==> config.mk <==
export PLATFORM = sky130hd
export DESIGN_NAME = regfile_ctrl
export DESIGN_NICKNAME = d
export VERILOG_FILES = /design/src/rtl/regfile_ctrl_pkg.sv /design/src/rtl/regfile_alu.sv /design/src/rtl/regfile_ctrl.sv
export SDC_FILE = /design/constraint.sdc
export NUM_CORES = 1
export LEC_CHECK = 0
export CAP_MARGIN = 20
export CORE_MARGIN = 2
export CORE_UTILIZATION = 25
export CTS_CLUSTER_SIZE = 10
export DETAILED_ROUTE_END_ITERATION = 12
export GPL_ROUTABILITY_DRIVEN = 0
export GPL_TIMING_DRIVEN = 0
export PLACE_DENSITY_LB_ADDON = 0.05
export SLEW_MARGIN = 20
export SYNTH_ARGS = -nofsm -noshare
export SYNTH_HDL_FRONTEND = slang
export SYNTH_HIERARCHICAL = 1
export SYNTH_SLANG_ARGS = --single-unit
==> constraint.sdc <==
create_clock -name clk -period 3.4 [get_ports clk]
set_input_delay 0.68 -clock clk [delete_from_list [all_inputs] [get_ports clk]]
set_output_delay 0.68 -clock clk [all_outputs]
set_load 0.01 [all_outputs]
==> src/rtl/regfile_ctrl_pkg.sv <==
// Shared defaults, opcode and FSM state encodings for the register-file controller.
package regfile_ctrl_pkg;

  localparam int DATA_W_DEF = 16;
  localparam int ADDR_W_DEF = 5;

  typedef enum logic [2:0] {
    OP_ADD = 3'b000,
    OP_SUB = 3'b001,
    OP_AND = 3'b010,
    OP_OR  = 3'b011,
    OP_SLL = 3'b100,
    OP_SRL = 3'b101,
    OP_SRA = 3'b110,
    OP_LDI = 3'b111
  } opcode_e;

  typedef enum logic [1:0] {
    IDLE = 2'b00,
    RD   = 2'b01,
    EX   = 2'b10,
    WB   = 2'b11
  } state_e;

  function automatic logic is_shift_op(input opcode_e op);
    return (op == OP_SLL) || (op == OP_SRL) || (op == OP_SRA);
  endfunction

  function automatic logic uses_rt(input opcode_e op);
    return (op == OP_ADD) || (op == OP_SUB) || (op == OP_AND) || (op == OP_OR);
  endfunction

endpackage

==> src/rtl/regfile_alu.sv <==
// Combinational ALU for the register-file controller; LDI passes operand b through.
module regfile_alu
  import regfile_ctrl_pkg::*;
#(
  parameter int DATA_W = DATA_W_DEF
) (
  input  logic [2:0]        op,
  input  logic [DATA_W-1:0] a,
  input  logic [DATA_W-1:0] b,
  input  logic [3:0]        shamt,
  output logic [DATA_W-1:0] result
);

  logic signed [DATA_W-1:0] a_s;

  assign a_s = a;

  always_comb begin
    result = '0;
    case (opcode_e'(op))
      OP_ADD:  result = a + b;
      OP_SUB:  result = a - b;
      OP_AND:  result = a & b;
      OP_OR:   result = a | b;
      OP_SLL:  result = a << shamt;
      OP_SRL:  result = a >> shamt;
      OP_SRA:  result = a_s >>> shamt;
      OP_LDI:  result = b;
      default: result = '0;
    endcase
  end

endmodule

==> src/rtl/regfile_ctrl.sv <==
// Four-state (IDLE/RD/EX/WB) instruction sequencer driving an external register file.
// Shift ops (SLL/SRL/SRA) are legal only when REGFILE_CTRL_SHIFT_EN is defined.
module regfile_ctrl
  import regfile_ctrl_pkg::*;
#(
  parameter int DATA_W = DATA_W_DEF,
  parameter int ADDR_W = ADDR_W_DEF
) (
  input  logic              clk,
  input  logic              rst_n,
  input  logic              instr_valid,
  output logic              instr_ready,
  input  logic [2:0]        instr_op,
  input  logic [ADDR_W-1:0] instr_rd,
  input  logic [ADDR_W-1:0] instr_rs,
  input  logic [ADDR_W-1:0] instr_rt,
  input  logic [DATA_W-1:0] instr_imm,
  output logic              done,
  output logic              err,
  output logic              rf_readA,
  output logic              rf_readB,
  output logic [ADDR_W-1:0] rf_rdAddrA,
  output logic [ADDR_W-1:0] rf_rdAddrB,
  input  logic [DATA_W-1:0] rf_rdDataA,
  input  logic [DATA_W-1:0] rf_rdDataB,
  output logic              rf_write,
  output logic [ADDR_W-1:0] rf_wrAddr,
  output logic [DATA_W-1:0] rf_wrData,
  output logic              rf_wshift,
  output logic [DATA_W-1:0] rf_shData
);

`ifdef REGFILE_CTRL_SHIFT_EN
  localparam logic SHIFT_EN = 1'b1;
`else
  localparam logic SHIFT_EN = 1'b0;
`endif

  state_e            state, state_nxt;
  opcode_e           op_q;
  logic [ADDR_W-1:0] rd_q, rs_q, rt_q;
  logic [DATA_W-1:0] imm_q;
  logic [DATA_W-1:0] wr_data_q;
  logic [DATA_W-1:0] alu_b, alu_res;
  logic              shift_op, illegal;

  assign shift_op = is_shift_op(op_q);
  assign illegal  = shift_op && !SHIFT_EN;

  always_ff @(posedge clk or negedge rst_n) begin
    if (!rst_n) state <= IDLE;
    else        state <= state_nxt;
  end

  always_comb begin
    state_nxt   = state;
    instr_ready = 1'b0;
    rf_readA    = 1'b0;
    rf_readB    = 1'b0;
    rf_write    = 1'b0;
    rf_wshift   = 1'b0;
    done        = 1'b0;
    err         = 1'b0;
    case (state)
      IDLE: begin
        instr_ready = 1'b1;
        if (instr_valid) state_nxt = RD;
      end
      RD: begin
        rf_readA  = (op_q != OP_LDI) && !illegal;
        rf_readB  = uses_rt(op_q);
        state_nxt = EX;
      end
      EX: state_nxt = WB;
      WB: begin
        rf_write  = !shift_op;
        rf_wshift = shift_op && SHIFT_EN;
        done      = 1'b1;
        err       = illegal;
        state_nxt = IDLE;
      end
      default: state_nxt = IDLE;
    endcase
  end

  // Instruction fields are captured on the accepting edge and held until the next accept.
  always_ff @(posedge clk or negedge rst_n) begin
    if (!rst_n) begin
      op_q  <= OP_ADD;
      rd_q  <= '0;
      rs_q  <= '0;
      rt_q  <= '0;
      imm_q <= '0;
    end else if (instr_valid && instr_ready) begin
      op_q  <= opcode_e'(instr_op);
      rd_q  <= instr_rd;
      rs_q  <= instr_rs;
      rt_q  <= instr_rt;
      imm_q <= instr_imm;
    end
  end

  assign rf_rdAddrA = rs_q;
  assign rf_rdAddrB = rt_q;
  assign rf_wrAddr  = rd_q;
  assign alu_b      = (op_q == OP_LDI) ? imm_q : rf_rdDataB;

  regfile_alu #(.DATA_W(DATA_W)) u_alu (
    .op     (op_q),
    .a      (rf_rdDataA),
    .b      (alu_b),
    .shamt  (imm_q[3:0]),
    .result (alu_res)
  );

  // EX: register read data arrives this cycle; the result is held until the next WB.
  always_ff @(posedge clk or negedge rst_n) begin
    if (!rst_n)                       wr_data_q <= '0;
    else if (state == EX && !shift_op) wr_data_q <= alu_res;
  end

  assign rf_wrData = wr_data_q;

`ifdef REGFILE_CTRL_SHIFT_EN
  logic [DATA_W-1:0] sh_data_q;

  always_ff @(posedge clk or negedge rst_n) begin
    if (!rst_n)                      sh_data_q <= '0;
    else if (state == EX && shift_op) sh_data_q <= alu_res;
  end

  assign rf_shData = sh_data_q;
`else
  assign rf_shData = '0;
`endif

endmodule

==> results.toml, run 1 <==
[timing]
timing_hold_violations_final = 0
max_clock_freq_ghz = 0.260
final_period_minus_worst_setup_slack_ns = 3.85
timing_max_transition_violations_final = 0
setup_violations = 10
skew_ns = 0.00643
tightest_slew_ns = 0.774
fin_tns_setup_ns = -2.36
rsz0062_at_grt = "yes"
timing.max_slew.rel_slack_pct = 47.9
finalWorstSetupSlack_ns = -0.448
fin_crit_sh_pct = 113

[routing]
first_iter_violations = 396
detail_route.first_pass.iterations = 5
vias = 5644
avgViaCountPerCell = 5.30
route.detailed.drc = 0
wl_mm = 22.1
antenna_left = 0
drt-wirelength-per-cell_um = 20.7

[cells_and_area]
synthToLayoutAreaGrowth_pct = 40.5
drive_above_1_share_pct = 32.3
num-fill-cells = 2352
design_area_um2 = 8030
instances_no_fill = 1064
fin_util_pct = 35.6
nets = 871
antenna-diode-count = 0

[placement]
count_of_buffers_inserted_at_the_top_level_ports = 105
dpl.cell_count = 1028
placedInstanceArea_um2 = 7250
hpwlAfterDp_mm = 16.9

[worst_setup_path]
rr_worst_depth = 15
timing.critical_path.to_type = "flip-flop"
critical_path_required_ns = 3.60
cp_top_family = "simple AND/OR/NAND/NOR gates"
timing.critical_path.buf_inv = 2
r2r_setup_slack_ns = -0.41
crit_path_top_delay_cell = "sky130_fd_sc_hd__or4_4"
critical_path.reg2reg.startpoint = "op_q[2]"
worstPathMaxFanout = 6
critical_path.max_stage_delay_ns = 0.55
cp-start-kind = "primary input"
critical_path.cell_chain = "clkdlybuf4s50_1, mux2_4, or4_4, and4bb_4, nor2_4, xnor2_2, ha_1, buf_8, nand2_2, or3_4, o21ai_4, xnor2_2, o21ai_2, mux2_4"
cp_data_arrival_time_ns = 4.04
worst_r2r_endpoint = "rf_wrData[15]"
crit_type = "in -> reg"

[floorplan]
die_height_um = 155
core-area_um2 = 22600
core.rowCount = 55
die_area_um2 = 24100
start_util_pct = 25.3
die_w_um = 155
ioPinCount = 123

[min_path]
hp-class = "in -> async"

[power]
power_density_nw_per_um2 = 1040
power.static_leakage_nw = 3.33
power.ir.vdd_worst_mv = 0.371

[synth]
synth.yosys.seq_area_share_pct = 22.8
netlist_top_cells_area = "sky130_fd_sc_hd__dfrtp_1 23%, sky130_fd_sc_hd__mux2_2 13%, sky130_fd_sc_hd__mux4_2 5.1%"
ys_types = 86
post_synth.cell_area_avg_um2 = 9.20
post_synth_most_frequent_cells = "64 x sky130_fd_sc_hd__mux2_2, 53 x sky130_fd_sc_hd__nand2_1, 52 x sky130_fd_sc_hd__dfrtp_1"
yosysWarnings = 6
synth_top_cell_by_area = "sky130_fd_sc_hd__dfrtp_1"
post_synth_arst_share_pct = 100
post_synthesis_sequential_element_count = 52
synth.cell_area_um2 = 5720
synth_edf_count = 0
postSynthCellCount = 621
synth.most_common_cell = "sky130_fd_sc_hd__mux2_2"
synth_ff_type = "sky130_fd_sc_hd__dfrtp_1"
netlist.area_leader.share_pct = 22.8

[cts]
cts-buffers-inserted = 5
cts_hold_buffers = 0
ctsLongestPathBuffers = 2
cts.reportedPaths.clkPinSlew_ns = 0.08
clk_latency_ns = 0.31
cts_htree_levels = 2
ctsRootBufferMaster = "sky130_fd_sc_hd__clkbuf_16"
clock_sink_count = 52
tritoncts = "built"

[grt]
overflow = 0
first_global_vias = 5650
track_usage_pct = 18.1
antenna_violations_before_repair = 0
grt_max_degree = 36
grt_pass1_wl_mm = 33.4

[run_status]
failing_checks = "setup timing"
run_status = "finished, violations left"

[flow_run]
maxCapViolations = 0
[worst max path at each step]
stage,cells past startpoint,to,slack (ns),from
detailed placement,16,rf_wrData[15],-1.06,rf_rdDataB[2]
global placement,15,rf_wrData[15],-1.04,rf_rdDataB[2]
floorplan,14,rf_wrData[15],-0.23,op_q[1]
global route,15,rf_wrData[15],-0.53,op_q[1]
finish,14,rf_wrData[15],-0.45,rf_rdDataB[6]
CTS,15,rf_wrData[15],-0.47,op_q[2]
[through the flow]
step / hold WS, ns / total power, mW / worst slack (ns)
after global routing: 0.264 / 8.90 / -0.531
after floorplan: 0.384 / 5.06 / -0.232
after global placement: 0.486 / 6.88 / -1.04
after CTS: 0.258 / 7.96 / -0.473
final: 0.261 / 8.32 / -0.448
after detailed placement: 0.494 / 6.87 / -1.06
[per-layer routing]
metal  up-vias  part of all wire, %  global-route usage (%)
li1       2588                    -                       -
met1      2747                   42                    22.7
met2       264                   48                    30.4
met3        45                  7.5                    4.43
met4         0                  3.2                    6.55
met5         -                    0                       0
[logic make-up after synthesis]
family          Yosys count  synth area share, %
simple gates            168                 14.6
buf+inv                  72                 7.01
mux                     120                 26.8
other cells               1               0.0656
compound gates          155                 18.7
flops                    52                 22.8
xor+xnor                 27                 4.27
fa+ha+maj                26                 5.74
[layout make-up]
cell class                      count  area, µm²  share of cell area (%)
Clock inverter                      3       25.0                   0.312
Clock buffer                        5        125                    1.56
Multi-Input combinational cell    513       4490                    55.9
Sequential cell                    52       1300                    16.2
Tap cell                          285        357                    4.44
Timing Repair Buffer              139       1320                    16.4
Buffer                             55        362                    4.50
Inverter                           12       47.5                   0.592
[flip-flops by register name (all words and copies together), names as in the netlist]
name        flops
imm_q          16
op_q            3
rf_rdAddrA      5
rf_rdAddrB      5
rf_wrAddr       5
rf_wrData      16
state           2
[layout by cell type, fill, tap and decap left out, types with 7 or more instances in the layout]
cell type                         synthesis  routed
sky130_fd_sc_hd__nand3_1                 14      13
sky130_fd_sc_hd__dfrtp_1                 52      50
sky130_fd_sc_hd__mux2_4                  17      23
sky130_fd_sc_hd__mux2_2                  64      58
sky130_fd_sc_hd__nor2_1                  47      42
sky130_fd_sc_hd__o21ai_1                  3       7
sky130_fd_sc_hd__nand2_1                 53      46
sky130_fd_sc_hd__clkbuf_1                23      15
sky130_fd_sc_hd__nor3_1                  10       9
sky130_fd_sc_hd__a21oi_1                 33      23
sky130_fd_sc_hd__mux2i_1                 23      23
sky130_fd_sc_hd__o21ai_0                 27      20
sky130_fd_sc_hd__buf_4                   20      54
sky130_fd_sc_hd__buf_2                   13      12
sky130_fd_sc_hd__a22oi_1                 15      13
sky130_fd_sc_hd__mux4_2                  13      13
sky130_fd_sc_hd__clkdlybuf4s50_1          0     103
sky130_fd_sc_hd__xnor2_1                 14       9
sky130_fd_sc_hd__a21oi_2                  1       8
sky130_fd_sc_hd__ha_1                    23      14
sky130_fd_sc_hd__o22ai_1                  7       7
sky130_fd_sc_hd__inv_1                   11       9
sky130_fd_sc_hd__xor2_1                  12      11
sky130_fd_sc_hd__conb_1                   1      17
sky130_fd_sc_hd__o211ai_1                 8       8
[power by group]
part | total [mW] | switching [mW] | internal, mW | leakage, nW
combinational | 6.60 | 3.46 | 3.14 | 2.65
clock | 0.546 | 0.267 | 0.279 | 0.0708
sequential | 1.17 | 0.226 | 0.947 | 0.611
[what timing repair did]
item / 4_1_cts / 5_1_grt
setup buffers: 24 / 9
setup endpoints to repair: 13 / 11
resized for setup: 56 / 35
gates cloned: 0 / 0
pin swaps: 28 / 33
Power figures use the tool's default switching activity.
==> run 2: changes to the inputs <==
Settings changed: SKIP_CTS_REPAIR_TIMING set to 1.
==> run 2 against run 1 <==
- the flow still finishes with violations (setup timing)
- clock power shrank 0.9%
- global-route usage down 0.31 points
- via count is 0.73% lower
- largest power group unchanged
==> results.toml, run 2 (same netlist as run 1, synthesis figures left out) <==
[run_status]
run_status = "finished, violations left"
failing_checks = "setup timing"

[placement]
placedInstanceArea_um2 = 7250
count_of_buffers_inserted_at_the_top_level_ports = 105
dpl.cell_count = 1028
hpwlAfterDp_mm = 16.9

[grt]
grt_pass1_wl_mm = 32.9
first_global_vias = 5491
antenna_violations_before_repair = 0
grt_max_degree = 36
track_usage_pct = 17.8
overflow = 0

[worst_setup_path]
timing.critical_path.to_type = "flip-flop"
cp-start-kind = "flip-flop"
cp_data_arrival_time_ns = 4.09
worstPathMaxFanout = 7
critical_path.reg2reg.startpoint = "op_q[2]"
crit_type = "reg -> reg"
crit_path_end = "rf_wrData[15]"
worst_r2r_endpoint = "rf_wrData[15]"
timing.critical_path.buf_inv = 2
critical_path_required_ns = 3.59
cp_top_family = "simple AND/OR/NAND/NOR gates"
crit_path_top_delay_cell = "sky130_fd_sc_hd__or4_4"
rr_worst_depth = 15
worstSetupPathDepth = 15
critical_path.max_stage_delay_ns = 0.56
crit_path_start = "op_q[2]"
critical_path.cell_chain = "nand3_4, buf_12, mux2_4, or4_4, and4bb_4, nor2_4, xnor2_2, ha_1, buf_8, nand2_4, or3_4, o21ai_4, xnor2_2, o21ai_2, mux2_4"
r2r_setup_slack_ns = -0.50

[cts]
tritoncts = "built"
cts-buffers-inserted = 5
cts.reportedPaths.clkPinSlew_ns = 0.08
cts_htree_levels = 2
clock_sink_count = 52
ctsLongestPathBuffers = 2
clk_latency_ns = 0.30
ctsRootBufferMaster = "sky130_fd_sc_hd__clkbuf_16"

[cells_and_area]
layout_commonest_cell = "sky130_fd_sc_hd__clkdlybuf4s50_1"
area_taken_by_multi_input_logic_gates_um2 = 4430
design_area_um2 = 7920
commonest_cells_after_routing_fill_and_taps_aside = "104 x sky130_fd_sc_hd__clkdlybuf4s50_1, 60 x sky130_fd_sc_hd__mux2_2, 50 x sky130_fd_sc_hd__dfrtp_1, 48 x sky130_fd_sc_hd__nand2_1, 46 x sky130_fd_sc_hd__buf_4"
num-fill-cells = 2353
nets = 865
area.sequential_um2 = 1300
instances_no_fill = 1058
synthToLayoutAreaGrowth_pct = 38.6
drive_above_1_share_pct = 31.3
antenna-diode-count = 0

[routing]
drt-wirelength-per-cell_um = 20.6
avgViaCountPerCell = 5.30
vias = 5603
route.detailed.drc = 0
wl_mm = 21.8
antenna_left = 0
first_iter_violations = 363
detail_route.first_pass.iterations = 5

[timing]
skew_ns = 0.00425
max_clock_freq_ghz = 0.256
rsz0062_at_grt = "yes"
fin_crit_sh_pct = 115
timing.max_slew.rel_slack_pct = 48.3
timing_max_transition_violations_final = 0
setup_violations = 10
fin_tns_setup_ns = -3.24
finalWorstSetupSlack_ns = -0.502
final_period_minus_worst_setup_slack_ns = 3.90
timing_hold_violations_final = 0
tightest_slew_ns = 0.768

[floorplan]
die_height_um = 155
ioPinCount = 123
start_util_pct = 25.3
core-area_um2 = 22600
die_area_um2 = 24100
die_w_um = 155
core.rowCount = 55

[power]
power.ir.vdd_worst_mv = 0.366
power_density_nw_per_um2 = 1030
power.static_leakage_nw = 3.27

[min_path]
hp-class = "in -> async"

[flow_run]
maxCapViolations = 0
[run 2: metrics by stage]
step / hold slack (ns) / setup slack, ns / utilization (%) / power (mW)
after floorplan: 0.384 / -0.232 / - / 5.06
after global placement: 0.486 / -1.04 / 32.1 / 6.88
after detailed placement: 0.494 / -1.06 / 32.1 / 6.87
after CTS: 0.258 / -0.975 / 32.8 / 7.47
after global routing: 0.264 / -0.649 / 35.1 / 8.76
final: 0.263 / -0.502 / 35.1 / 8.18
[run 2: report_power, final]
group | switching (mW) | leakage [nW] | internal, mW | total (mW)
clock | 0.262 | 0.0708 | 0.279 | 0.541
sequential | 0.239 | 0.611 | 0.947 | 1.19
combinational | 3.39 | 2.59 | 3.06 | 6.45
[run 2: how the worst min path moves through the flow]
stage | to | cells past startpoint | start
floorplan | imm_q[0] | 0 | rst_n
global placement | imm_q[5] | 1 | imm_q[5]
detailed placement | imm_q[15] | 1 | imm_q[15]
CTS | rf_wrData[3] | 1 | rst_n
global route | rf_wrData[3] | 1 | rst_n
finish | rf_wrData[3] | 1 | rst_n
[run 2: layout make-up]
class / instances / area share [%]
timing repair buffer: 132 / 15.9
buffer: 56 / 4.74
clock buffer: 5 / 1.58
tap: 285 / 4.50
sequential: 52 / 16.5
multi-input combinational: 513 / 55.9
inverter: 12 / 0.600
clock inverter: 3 / 0.316
[run 2: layer usage]
layer | global-route usage [%] | part of all wire, %
met1 | 22.6 | 42
met2 | 29.6 | 47
met3 | 4.43 | 7.1
met4 | 6.16 | 3.2
met5 | 0 | 0
